==> src/rtl/mem_wb_stage_pkg.sv <==
// Shared encodings for the pd5 MEM/WB stage.
// Funct3 load/store codes, wbsel codes, load-hold states, WB bundle.
package mem_wb_stage_pkg;

  localparam int XLEN = 32;

  localparam logic [2:0] F3_LB  = 3'b000;
  localparam logic [2:0] F3_LH  = 3'b001;
  localparam logic [2:0] F3_LW  = 3'b010;
  localparam logic [2:0] F3_LBU = 3'b100;
  localparam logic [2:0] F3_LHU = 3'b101;
  localparam logic [2:0] F3_SB  = 3'b000;
  localparam logic [2:0] F3_SH  = 3'b001;
  localparam logic [2:0] F3_SW  = 3'b010;

  localparam logic [1:0] WB_ALU = 2'd0;
  localparam logic [1:0] WB_MEM = 2'd1;
  localparam logic [1:0] WB_PC  = 2'd2;
  localparam logic [1:0] WB_JAL = 2'd3;

  typedef enum logic {
    LIVE,
    HELD
  } hold_state_e;

  typedef struct packed {
    logic            valid;
    logic [XLEN-1:0] pc;
    logic [XLEN-1:0] alu_res;
    logic [1:0]      wbsel;
    logic            brtaken;
    logic            regwren;
    logic [4:0]      rd;
    logic            memread;
    logic [2:0]      funct3;
    logic [1:0]      off;
    logic            misalign;
  } mem_wb_t;

endpackage

==> src/rtl/mem_wb_stage_load_align.sv <==
// Load lane extraction and sign/zero extension.
// Purely combinational; offset is already naturally aligned.
module mem_wb_stage_load_align
  import mem_wb_stage_pkg::*;
#(
  parameter int DWIDTH = 32
) (
  input  logic [DWIDTH-1:0] word,
  input  logic [1:0]        off,
  input  logic [2:0]        funct3,
  output logic [DWIDTH-1:0] data
);

  logic [DWIDTH-1:0] sh_b;
  logic [DWIDTH-1:0] sh_h;
  logic [7:0]        b;
  logic [15:0]       h;

  assign sh_b = word >> {off, 3'b000};
  assign sh_h = word >> {off[1], 4'b0000};
  assign b    = sh_b[7:0];
  assign h    = sh_h[15:0];

  always_comb begin
    data = word;
    unique case (1'b1)
      funct3 == F3_LB:  data = {{(DWIDTH-8){b[7]}}, b};
      funct3 == F3_LBU: data = {{(DWIDTH-8){1'b0}}, b};
      funct3 == F3_LH:  data = {{(DWIDTH-16){h[15]}}, h};
      funct3 == F3_LHU: data = {{(DWIDTH-16){1'b0}}, h};
      default:          data = word;
    endcase
  end

endmodule

==> src/rtl/mem_wb_stage.sv <==
// pd5 memory-access stage and MEM/WB register with load-data hold.
// Optional misalignment trap: define MISALIGN_CHECK_EN.
module mem_wb_stage
  import mem_wb_stage_pkg::*;
#(
  parameter int DWIDTH = 32,
  parameter int AWIDTH = 32
) (
  input  logic              clk,
  input  logic              reset,
  input  logic              ex_valid_i,
  input  logic [AWIDTH-1:0] ex_pc_i,
  input  logic [DWIDTH-1:0] ex_alu_res_i,
  input  logic [DWIDTH-1:0] ex_rs2_data_i,
  input  logic [2:0]        ex_funct3_i,
  input  logic              ex_memread_i,
  input  logic              ex_memwrite_i,
  input  logic [1:0]        ex_wbsel_i,
  input  logic              ex_regwren_i,
  input  logic [4:0]        ex_rd_i,
  input  logic              ex_brtaken_i,
  input  logic              stall_i,
  input  logic              flush_i,
  output logic              dmem_req_o,
  output logic              dmem_we_o,
  output logic [AWIDTH-1:0] dmem_addr_o,
  output logic [DWIDTH-1:0] dmem_wdata_o,
  output logic [3:0]        dmem_be_o,
  input  logic [DWIDTH-1:0] dmem_rdata_i,
  output logic              wb_valid_o,
  output logic [AWIDTH-1:0] wb_pc_o,
  output logic [DWIDTH-1:0] wb_alu_res_o,
  output logic [1:0]        wb_wbsel_o,
  output logic              wb_brtaken_o,
  output logic              wb_regwren_o,
  output logic [4:0]        wb_rd_o,
  output logic [DWIDTH-1:0] wb_memory_data_o,
  output logic              wb_misalign_o
);

  logic        mem_op;
  logic        misalign;
  logic [1:0]  a;
  logic [1:0]  sz;
  logic [1:0]  off;
  mem_wb_t     wb_q;
  mem_wb_t     wb_d;
  logic        is_load;
  logic [DWIDTH-1:0] aligned;
  logic [DWIDTH-1:0] hold_q;
  logic        hold_en;
  hold_state_e state_q;
  hold_state_e state_d;

  assign mem_op = ex_memread_i | ex_memwrite_i;
  assign a      = ex_alu_res_i[1:0];
  assign sz     = ex_funct3_i[1:0];

`ifdef MISALIGN_CHECK_EN
  assign misalign = mem_op &
    (((sz == 2'b01) & a[0]) | (sz[1] & (a != 2'b00)));
`else
  assign misalign = 1'b0;
`endif

  always_comb begin
    off = a;
    unique case (1'b1)
      sz == 2'b00: off = a;
      sz == 2'b01: off = {a[1], 1'b0};
      default:     off = 2'b00;
    endcase
  end

  // Gated by reset so no store can escape while the core is held in reset.
  assign dmem_req_o = reset & ex_valid_i & mem_op &
                      ~stall_i & ~flush_i & ~misalign;
  assign dmem_we_o  = dmem_req_o & ex_memwrite_i;
  assign dmem_addr_o = ex_valid_i ?
    {ex_alu_res_i[AWIDTH-1:2], 2'b00} : '0;

  always_comb begin
    dmem_be_o    = 4'b0000;
    dmem_wdata_o = '0;
    if (ex_valid_i) begin
      unique case (1'b1)
        sz == 2'b00: begin
          dmem_be_o    = 4'b0001 << a;
          dmem_wdata_o = {4{ex_rs2_data_i[7:0]}};
        end
        sz == 2'b01: begin
          dmem_be_o    = 4'b0011 << {a[1], 1'b0};
          dmem_wdata_o = {2{ex_rs2_data_i[15:0]}};
        end
        default: begin
          dmem_be_o    = 4'b1111;
          dmem_wdata_o = ex_rs2_data_i;
        end
      endcase
    end
  end

  always_comb begin
    wb_d          = '0;
    wb_d.valid    = ex_valid_i;
    wb_d.pc       = ex_pc_i;
    wb_d.alu_res  = ex_alu_res_i;
    wb_d.wbsel    = ex_wbsel_i;
    wb_d.brtaken  = ex_brtaken_i;
    wb_d.regwren  = ex_regwren_i & ~misalign;
    wb_d.rd       = ex_rd_i;
    wb_d.memread  = ex_memread_i;
    wb_d.funct3   = ex_funct3_i;
    wb_d.off      = off;
    wb_d.misalign = ex_valid_i & misalign;
  end

  always_ff @(posedge clk) begin
    if (!reset) begin
      wb_q <= '0;
    end else if (flush_i) begin
      wb_q <= '0;
    end else if (!stall_i) begin
      wb_q <= wb_d;
    end
  end

  assign is_load = wb_q.valid & wb_q.memread & ~wb_q.misalign;

  mem_wb_stage_load_align #(
    .DWIDTH(DWIDTH)
  ) u_load_align (
    .word  (dmem_rdata_i),
    .off   (wb_q.off),
    .funct3(wb_q.funct3),
    .data  (aligned)
  );

  always_comb begin
    state_d = state_q;
    hold_en = 1'b0;
    unique case (state_q)
      LIVE: begin
        if (stall_i & ~flush_i & is_load) begin
          state_d = HELD;
          hold_en = 1'b1;
        end
      end
      HELD: begin
        if (flush_i | ~stall_i) state_d = LIVE;
      end
    endcase
  end

  always_ff @(posedge clk) begin
    if (!reset) begin
      state_q <= LIVE;
      hold_q  <= '0;
    end else begin
      state_q <= state_d;
      if (hold_en) hold_q <= aligned;
    end
  end

  assign wb_memory_data_o = !is_load ? '0 :
    (state_q == HELD) ? hold_q : aligned;

  assign wb_valid_o    = wb_q.valid;
  assign wb_pc_o       = wb_q.pc;
  assign wb_alu_res_o  = wb_q.alu_res;
  assign wb_wbsel_o    = wb_q.wbsel;
  assign wb_brtaken_o  = wb_q.brtaken;
  assign wb_regwren_o  = wb_q.regwren;
  assign wb_rd_o       = wb_q.rd;
  assign wb_misalign_o = wb_q.misalign;

endmodule

==> config.mk <==
export PLATFORM = sky130hd
export DESIGN_NAME = mem_wb_stage
export DESIGN_NICKNAME = d
export VERILOG_FILES = /design/src/rtl/mem_wb_stage_pkg.sv /design/src/rtl/mem_wb_stage_load_align.sv /design/src/rtl/mem_wb_stage.sv
export SDC_FILE = /design/constraint.sdc
export NUM_CORES = 1
export LEC_CHECK = 0
export ABC_CLOCK_PERIOD_IN_PS = 1890
export BUFFER_PORTS_ARGS = -buffer_cell sky130_fd_sc_hd__buf_2
export CORE_UTILIZATION = 42
export CTS_CLUSTER_SIZE = 30
export DETAILED_ROUTE_END_ITERATION = 8
export PLACE_DENSITY = 0.84
export SYNTH_ARGS = -nofsm -noshare
export SYNTH_HDL_FRONTEND = slang
export SYNTH_SLANG_ARGS = --single-unit
==> constraint.sdc <==
create_clock -name clk -period 1.89 [get_ports clk]
set_input_delay 0.2835 -clock clk [delete_from_list [all_inputs] [get_ports clk]]
set_output_delay 0.2835 -clock clk [all_outputs]
set_load 0.01 [all_outputs]
* Word level (Yosys, flattened, before mapping) *
Cells that the tools add are included.

word-level totals
  bits in registers = 113
  input port bits = 147
  output and inout port bits = 177
  logic and storage cells = 50

cells by class
  equality and inequality tests = 4
  shifts and indexed selects = 4
  mux-type cells = 13
  bitwise logic cells = 14
  reduce and logical (&&, ||, !) cells = 3

operator list
  cell                                             count
  2-to-1 mux 32 bit                                4
  one-hot mux 32 bit (4 select lines)              1
  one-hot mux 32 bit (2 select lines)              1
  right shift 32 x 5 -> 16 bit                     1
  right shift 32 x 5 -> 8 bit                      1
  AND 1 bit                                        8
  one-hot mux 4 bit (2 select lines)               1
  == test 3 bit, second input constant             2
  2-to-1 mux 4 bit                                 1
  inverter 1 bit                                   4
  one-hot mux 2 bit (2 select lines)               1
  left shift 1 x 2 -> 4 bit, first input constant  1
  left shift 2 x 2 -> 4 bit, first input constant  1
  == test 3 x 1 -> 1 bit, second input constant    1
  zero test 3 bit                                  1
  2-to-1 mux 1 bit                                 3
  == test 2 x 1 -> 1 bit, second input constant    1
  zero test 2 bit                                  1
  OR 1 bit                                         2
  one-hot mux 1 bit (2 select lines)               1
  OR reduction 2 bit                               1

* Depth between registers and ports, before layout *
Gate-level depths: netlist of run 1.

  depth in word-level cells = 5
  depth in mapped cells = 6
  gate-level depth less buffers = 4

* Hierarchy *
Synthesis of run 1 repeated with hierarchy kept, for this count alone.

second synthesis, totals
  cells, all modules = 815
  area, all modules = 6,769.0 sq um

modules (own cells, without submodules)
  module                   times used  cells an instance  area an instance (sq um)  seq. area each (sq um)
  mem_wb_stage             1           691                5,979.5                   2,262.2
  mem_wb_stage_load_align  1           124                789.5                     0.0

* Least setup slack after synthesis of run 1 *
Ideal clock, no wire load.

  path type = register -> output
  from = register wb_q[2] (netlist bit)
  to = output wb_memory_data_o[21]
  arrival = 1.681 ns
  data required time = 1.607 ns
  slack = -0.075 ns
  cell stages (with the launch flop) = 7
  path buffers = 2
  cells stage by stage = dfxtp_1 > buf_4 > or2_1 > o22ai_2 > a211oi_2 > buf_6 > a221oi_1

on the way
  word-level cells in the longest chain between the ends = 4
  elaborated cells on any way between the ends = 5
  classes of those cells = 2 x shift; 3 x mux

ends and longest elaborated chain
  item                                                                                line                                                          source
  from (decl)                                                                         mem_wb_stage.sv:46                                            mem_wb_t wb_q;
  from (signal assigned)                                                              mem_wb_stage.sv:124                                           wb_q <= wb_d;
  right shift 32 x 5 -> 16 bit / right shift 32 x 5 -> 8 bit (equally long branches)  mem_wb_stage_load_align.sv:20, mem_wb_stage_load_align.sv:19
  one-hot mux 32 bit (4 select lines) (*)                                             mem_wb_stage_load_align.sv:26                                 unique case (1'b1)
  2-to-1 mux 32 bit (*)                                                               mem_wb_stage.sv:166                                           (state_q == HELD) ? hold_q : aligned;
  2-to-1 mux 32 bit (*)                                                               mem_wb_stage.sv:165                                           assign wb_memory_data_o = !is_load ? '0 :
  to (decl)                                                                           mem_wb_stage.sv:37                                            output logic [DWIDTH-1:0] wb_memory_data_o,

Mark *: on every way between the ends. The rest lies on a longest branch, timed or not.

* Final worst setup path of run 1 *
  from = register wb_q[1] (netlist bit)
  to = output wb_memory_data_o[5]

on the way
  word-level cells in the longest chain between the ends = 4

ends and longest elaborated chain
  item                                 line                           source
  right shift 32 x 5 -> 8 bit          mem_wb_stage_load_align.sv:19  assign sh_b = word >> {off, 3'b000};
  one-hot mux 32 bit (4 select lines)  mem_wb_stage_load_align.sv:26
  2-to-1 mux 32 bit                    mem_wb_stage.sv:166
  2-to-1 mux 32 bit                    mem_wb_stage.sv:165

Every way passes these cells.

==> impl_metrics.toml, run 1 <==
[sta]
maxSlewViolCount = 0
hold_ws_ps = 102
worst_slack_ps = -390
setup_viol = 32
fmax_mhz = 439
hold_violations = 0
period_needed_ps = 2280
fin_crit_sh_pct = 121
clock_skew_ps = 9.76
setup-tns-final_ps = -10510
grt_setup_unrepaired = "yes"

[global_routing]
grt_pass1_wl_mm = 29.9
track_usage_pct = 24.0
antenna_found_initial = 1
grt_max_degree = 74
gr-total-overflow = 0
first_global_vias = 5826

[run_status]
violations = "negative setup slack"
status = "complete, but fails checks"

[synthesis]
ys_warn_count = 0
synth_seq_cells = 113
syn_area_sq_um = 6510
synthCells = 776
synth_top_flop_cell = "dfxtp_1"
synth_cell_types = 50
yosysSeqAreaShare_pct = 34.8
async_flop_share_pct = 0
avgSynthCellArea_sq_um = 8.39
synth_edf_count = 0

[cts]
root_buffer = "clkbuf_16"
cts.sinks = 113
clockBufferDepth = 2
cts_hold_buf = 0
clock_latency_ps = 410
cts_tree = "done"
cts_inserted_buffers = 17
clk_pin_slew_worst_paths_ps = 60
htree_levels = 4

[power_and_ir_drop]
ir_drop_v = 0.000678
leakage_uw = 0.00436
power_density_nw_per_um2 = 749

[floorplan]
die-area_sq_um = 16000
die_h_um = 126
fp.coreArea_sq_um = 15100
io-pin-count = 324
rows = 45
die_w_um = 126
initial_core_util_pct = 43.0

[detailed_routing]
drt_iter0_markers = 472
wirelength_mm = 20.1
dr_total_vias = 6343
wl_per_cell_um = 16.3
ant_nets = 0
drc = 0
firstDrtPassIters = 5
avgViaCountPerCell = 5.14

[worst_setup_path]
start_kind = "flip-flop"
crit_required_ps = 1610
critical_path_class = "reg2out"
crit_path_end_kind = "output port"
crit_fanout = 6
crit_arrival_ps = 2000

[placed_design]
gp_congestion = 0.933
portBuffers = 320
dp_slack_ps = -430
dp_hpwl_mm = 14.8

[finish]
drive_above_1_share_pct = 44.1
nets = 1179
syn_to_final_growth_pct = 34.0
post-route-util_pct = 57.6
diodes = 0

[flow_run]
timing.max_cap.violations = 0

[worst_hold_path]
hold_class = "in2reg"
-- timing repair --
item                                    CTS  global route
endpoints found under the setup margin   32            32
hold endpoints to repair                  0             0
buffers inserted                         12             1
pin swaps                                14             5
resized for setup                        30            12
-- per-stage QoR --
step                      power (uW)  instances  cell area [sq um]
after detailed placement        3460       1188               7840
after CTS                       6560       1232               8650
final                           6540       1233               8720
after global placement          3440       1188               7840
after global routing            6780       1233               8720
after floorplan                 3090        778               6520
-- power breakdown --
part,switching (uW),internal (uW)
combinational,534,480
clock,1200,1860
sequential,31.3,2440
-- cells by family after synthesis --
logic type      Yosys count  share of synthesized area (%)
simple gates            270                           20.3
buf+inv                 153                           13.8
compound gates          135                           14.9
flops                   113                           34.8
mux                     104                           16.2
other cells               1                         0.0576
-- critical path, stage by stage (launching register included) --
cell	delay (ps)
dfxtp_4	370
buf_6	110
or4b_4	540
o221ai_2	200
a21o_1	140
o22ai_2	80
buf_2	150
-- final cells by class --
class / instances / area (sq um)
clock buffers: 18 / 439
clock inverters: 14 / 130
fillers: 1306 / 6420
inverters: 20 / 75.1
multi-input cells: 512 / 3530
flip-flops and latches: 113 / 2270
well taps: 188 / 235
repair buffers: 368 / 2040
-- routing by layer --
layer	global-route usage [%]	up-vias	wire, um
met2	40.8	327	9770
met3	6.03	50	1480
met4	12.8	2	774
met1	27.9	2894	8070
li1	-	3070	-
met5	0	-	13
-- placed cells by master, fill, tap and decap left out, types with 5 or more instances in the layout --
master | Yosys | layout
a21boi_0 | 9 | 9
a21o_1 | 6 | 6
a21oi_1 | 28 | 28
a221oi_1 | 14 | 5
a221oi_2 | 2 | 11
a22o_1 | 8 | 8
and2_1 | 46 | 46
buf_12 | 0 | 5
buf_2 | 10 | 318
buf_4 | 77 | 41
clkbuf_16 | 0 | 17
dfxtp_1 | 113 | 109
inv_1 | 20 | 20
mux2i_1 | 103 | 101
nand2_1 | 66 | 66
nand2b_1 | 19 | 16
nand3_1 | 8 | 8
nor2_1 | 91 | 91
nor2b_1 | 15 | 14
o21ai_0 | 28 | 28
o221a_2 | 6 | 6
o221ai_2 | 0 | 5
o22ai_1 | 8 | 5
or2_2 | 14 | 13
-- worst paths after layout --
kind                from                   to  slack, ps  depth (start not counted)
max              wb_q[1]  wb_memory_data_o[5]       -390                          6
min          ex_pc_i[13]          wb_pc_o[13]        100                          3
max reg2reg      state_q           hold_q[14]         60                          4
min reg2reg   hold_q[13]           hold_q[13]        460                          2
-- synth_stat cells, types with 3 or more instances --
cell	instances	area share, %
buf_1	10	0.58
nor2_1	91	5.2
o221ai_1	6	0.81
a22o_1	8	1.1
buf_6	3	0.52
inv_1	20	1.2
o21ai_0	28	2.2
a21o_1	6	0.69
clkbuf_1	33	1.9
dfxtp_1	113	35
nand2b_1	19	1.8
o22ai_1	8	0.77
nor2b_1	15	1.4
nand3_1	8	0.62
o221a_2	6	1.0
mux2i_1	103	16
buf_4	77	8.9
and2_1	46	4.4
or2_2	14	1.3
buf_2	10	0.77
nand2_1	66	3.8
a21oi_1	28	2.2
a21boi_0	9	1.0
o21a_1	3	0.35
o21ai_1	4	0.31
a221oi_1	14	1.9
-- sequential cells by signal, summed over array words and instances, names as in the netlist --
register	cells
wb_rd_o	5
wb_pc_o	32
wb_brtaken_o	1
wb_valid_o	1
wb_q	6
hold_q	32
wb_wbsel_o	2
state_q	1
wb_regwren_o	1
wb_alu_res_o	32
No activity file was read; power rests on OpenSTA's default activity.
==> inputs of run 2 (changes only) <==
CORE_MARGIN = 8   (was default)
==> run 2 against run 1 <==
The run still ends with negative setup slack left; critical endpoint is now wb_memory_data_o[7]; clock-buffer cell count is 1 lower; wire length is 13% higher; setup slack worse by 1.8 ps; cell count stayed put.
==> impl_metrics.toml, run 2 (synthesis results as in run 1) <==
[run_status]
status = "complete, but fails checks"
violations = "negative setup slack"

[flow_run]
timing.max_cap.violations = 0

[worst_hold_path]
hold_class = "in2reg"
hold_path_depth = 3

[finish]
mostFrequentLayoutCell = "buf_2"
final_cell_mix = "319 x buf_2, 109 x dfxtp_1, 101 x mux2i_1, 91 x nor2_1, 66 x nand2_1"
post-route-util_pct = 57.5
nets = 1178
drive_above_1_share_pct = 44.3
syn_to_final_growth_pct = 34.4
design_area_sq_um = 8750

[worst_setup_path]
reg2reg_to = "hold_q[20]"
max_stage_delay_ps = 470
slowest_stage = "mux4_2"
reg2regPathDepth = 9
start_kind = "flip-flop"
crit_start = "wb_q[1]"
critical_path_class = "reg2out"
path_cells = "buf_6 -> mux4_2 -> nand2b_4 -> a32oi_1 -> nor2_1 -> buf_2"
rr_startpoint = "wb_q[2]"
critPathTopFamily = "multiplexers"
crit_required_ps = 1610
r2r_slack_ps = 60
cp_num_buf_inv = 2
timing.critical_path.to = "wb_memory_data_o[7]"
crit_fanout = 6
cp.depth = 6
crit_path_end_kind = "output port"
crit_arrival_ps = 2000

[global_routing]
grt_util_met2_pct = 38.2
gr-total-overflow = 0
grt_max_degree = 70
use_met3_pct = 7.54
grtUsageMet1_pct = 23.5
first_global_vias = 6401
grt_pass1_wl_mm = 34.2
track_usage_pct = 22.0
antenna_found_initial = 2
grt_busiest_layer = "met2"

[placed_design]
dp_hpwl_mm = 17.2
dp_slack_ps = -50.9
portBuffers = 320
placed_cell_area_sq_um = 7900
gp_congestion = 0.904

[power_and_ir_drop]
ir_drop_v = 0.000784
seqPwrFrac_pct = 37.5
leakage_uw = 0.00437
switchingPower_uw = 1820
p_int_uw = 4760
clockPowerShare_pct = 47.0
pwr-share-comb_pct = 15.4
switching_share_pct = 27.6
power_density_nw_per_um2 = 752

[detailed_routing]
ant_nets = 0
dr_total_vias = 6445
wl_per_cell_um = 18.5
wirelength_mm = 22.8
firstDrtPassIters = 7
avgViaCountPerCell = 5.23
drt_iter0_markers = 439
drc = 0

[floorplan]
die_h_um = 140
die-area_sq_um = 19700
die_w_um = 140
rows = 45
fp.coreArea_sq_um = 15200
io-pin-count = 324
initial_core_util_pct = 42.8

[cts]
root_buffer = "clkbuf_16"
clockBufferDepth = 2
cts.sinks = 113
cts_hold_buf = 0
htree_levels = 4
clk_pin_slew_worst_paths_ps = 60
cts_tree = "done"
clock_latency_ps = 410
cts_inserted_buffers = 17

[sta]
clock_skew_ps = 9.77
fmax_mhz = 438
period_needed_ps = 2280
fin_crit_sh_pct = 121
maxSlewViolCount = 0
worst_slack_ps = -391
hold_violations = 0
hold_ws_ps = 96.1
grt_setup_unrepaired = "yes"
setup_viol = 32
==> run 2: per-layer routing <==
layer  share of wire [%]  vias up
li1                    -     3081
met1                  37     2989
met2                  50      329
met3                 9.5       44
met4                 3.5        2
met5               0.057        -
==> run 2: worst min path at each step <==
stage,startpoint,slack (ps),endpoint
floorplan,ex_alu_res_i[10],430,wb_alu_res_o[10]
global route,ex_pc_i[14],100,wb_pc_o[14]
global placement,hold_q[13],440,hold_q[13]
CTS,ex_pc_i[6],90,wb_pc_o[6]
detailed placement,hold_q[9],450,hold_q[9]
finish,ex_pc_i[6],100,wb_pc_o[6]
==> run 2: power groups by stage <==
| stage | Combinational, uW | Sequential [uW] | Clock (uW) |
|---|---|---|---|
| 2_1_floorplan | 580 | 2510 | 0 |
| 3_3_place_gp | 953 | 2520 | 0 |
| 3_5_place_dp | 971 | 2520 | 0 |
| 4_1_cts | 1010 | 2470 | 3130 |
| 5_1_grt | 1100 | 2470 | 3250 |
| 6_report | 1020 | 2470 | 3090 |
==> run 2: repair_timing <==
| item | in CTS | in global routing |
|---|---|---|
| pin swaps | 10 | 1 |
| gates resized for setup | 34 | 6 |
| buffers inserted | 6 | 3 |
| endpoints found under the setup margin | 32 | 35 |
==> run 2: worst reg2reg max path, cell delays in order (launching register included) <==
cell and delay (ps):
dfxtp_4 380, mux2i_1 240, nor4b_2 70, buf_4 150, buf_4 120, buf_4 120
buf_4 130, a211oi_4 240, buf_12 180, a21oi_1 90
==> run 2: layout make-up <==
cell class / instances / area [sq um]
fillers: 1306 / 6450
multi-input cells: 512 / 3540
flip-flops and latches: 113 / 2270
repair buffers: 367 / 2050
clock buffers: 17 / 425
well taps: 188 / 235
clock inverters: 15 / 150
inverters: 20 / 75.1
diodes: 1 / 2.50
==> run 2: metrics by stage <==
| stage | std cells | power (uW) | TNS, ps |
|---|---|---|---|
| 6_report | 1233 | 6570 | -10200 |
| 4_1_cts | 1229 | 6610 | -10260 |
| 5_1_grt | 1233 | 6810 | -13330 |
| 3_3_place_gp | 1191 | 3470 | -13.6 |
| 3_5_place_dp | 1191 | 3490 | -531 |
| 2_1_floorplan | 778 | 3090 | -599 |
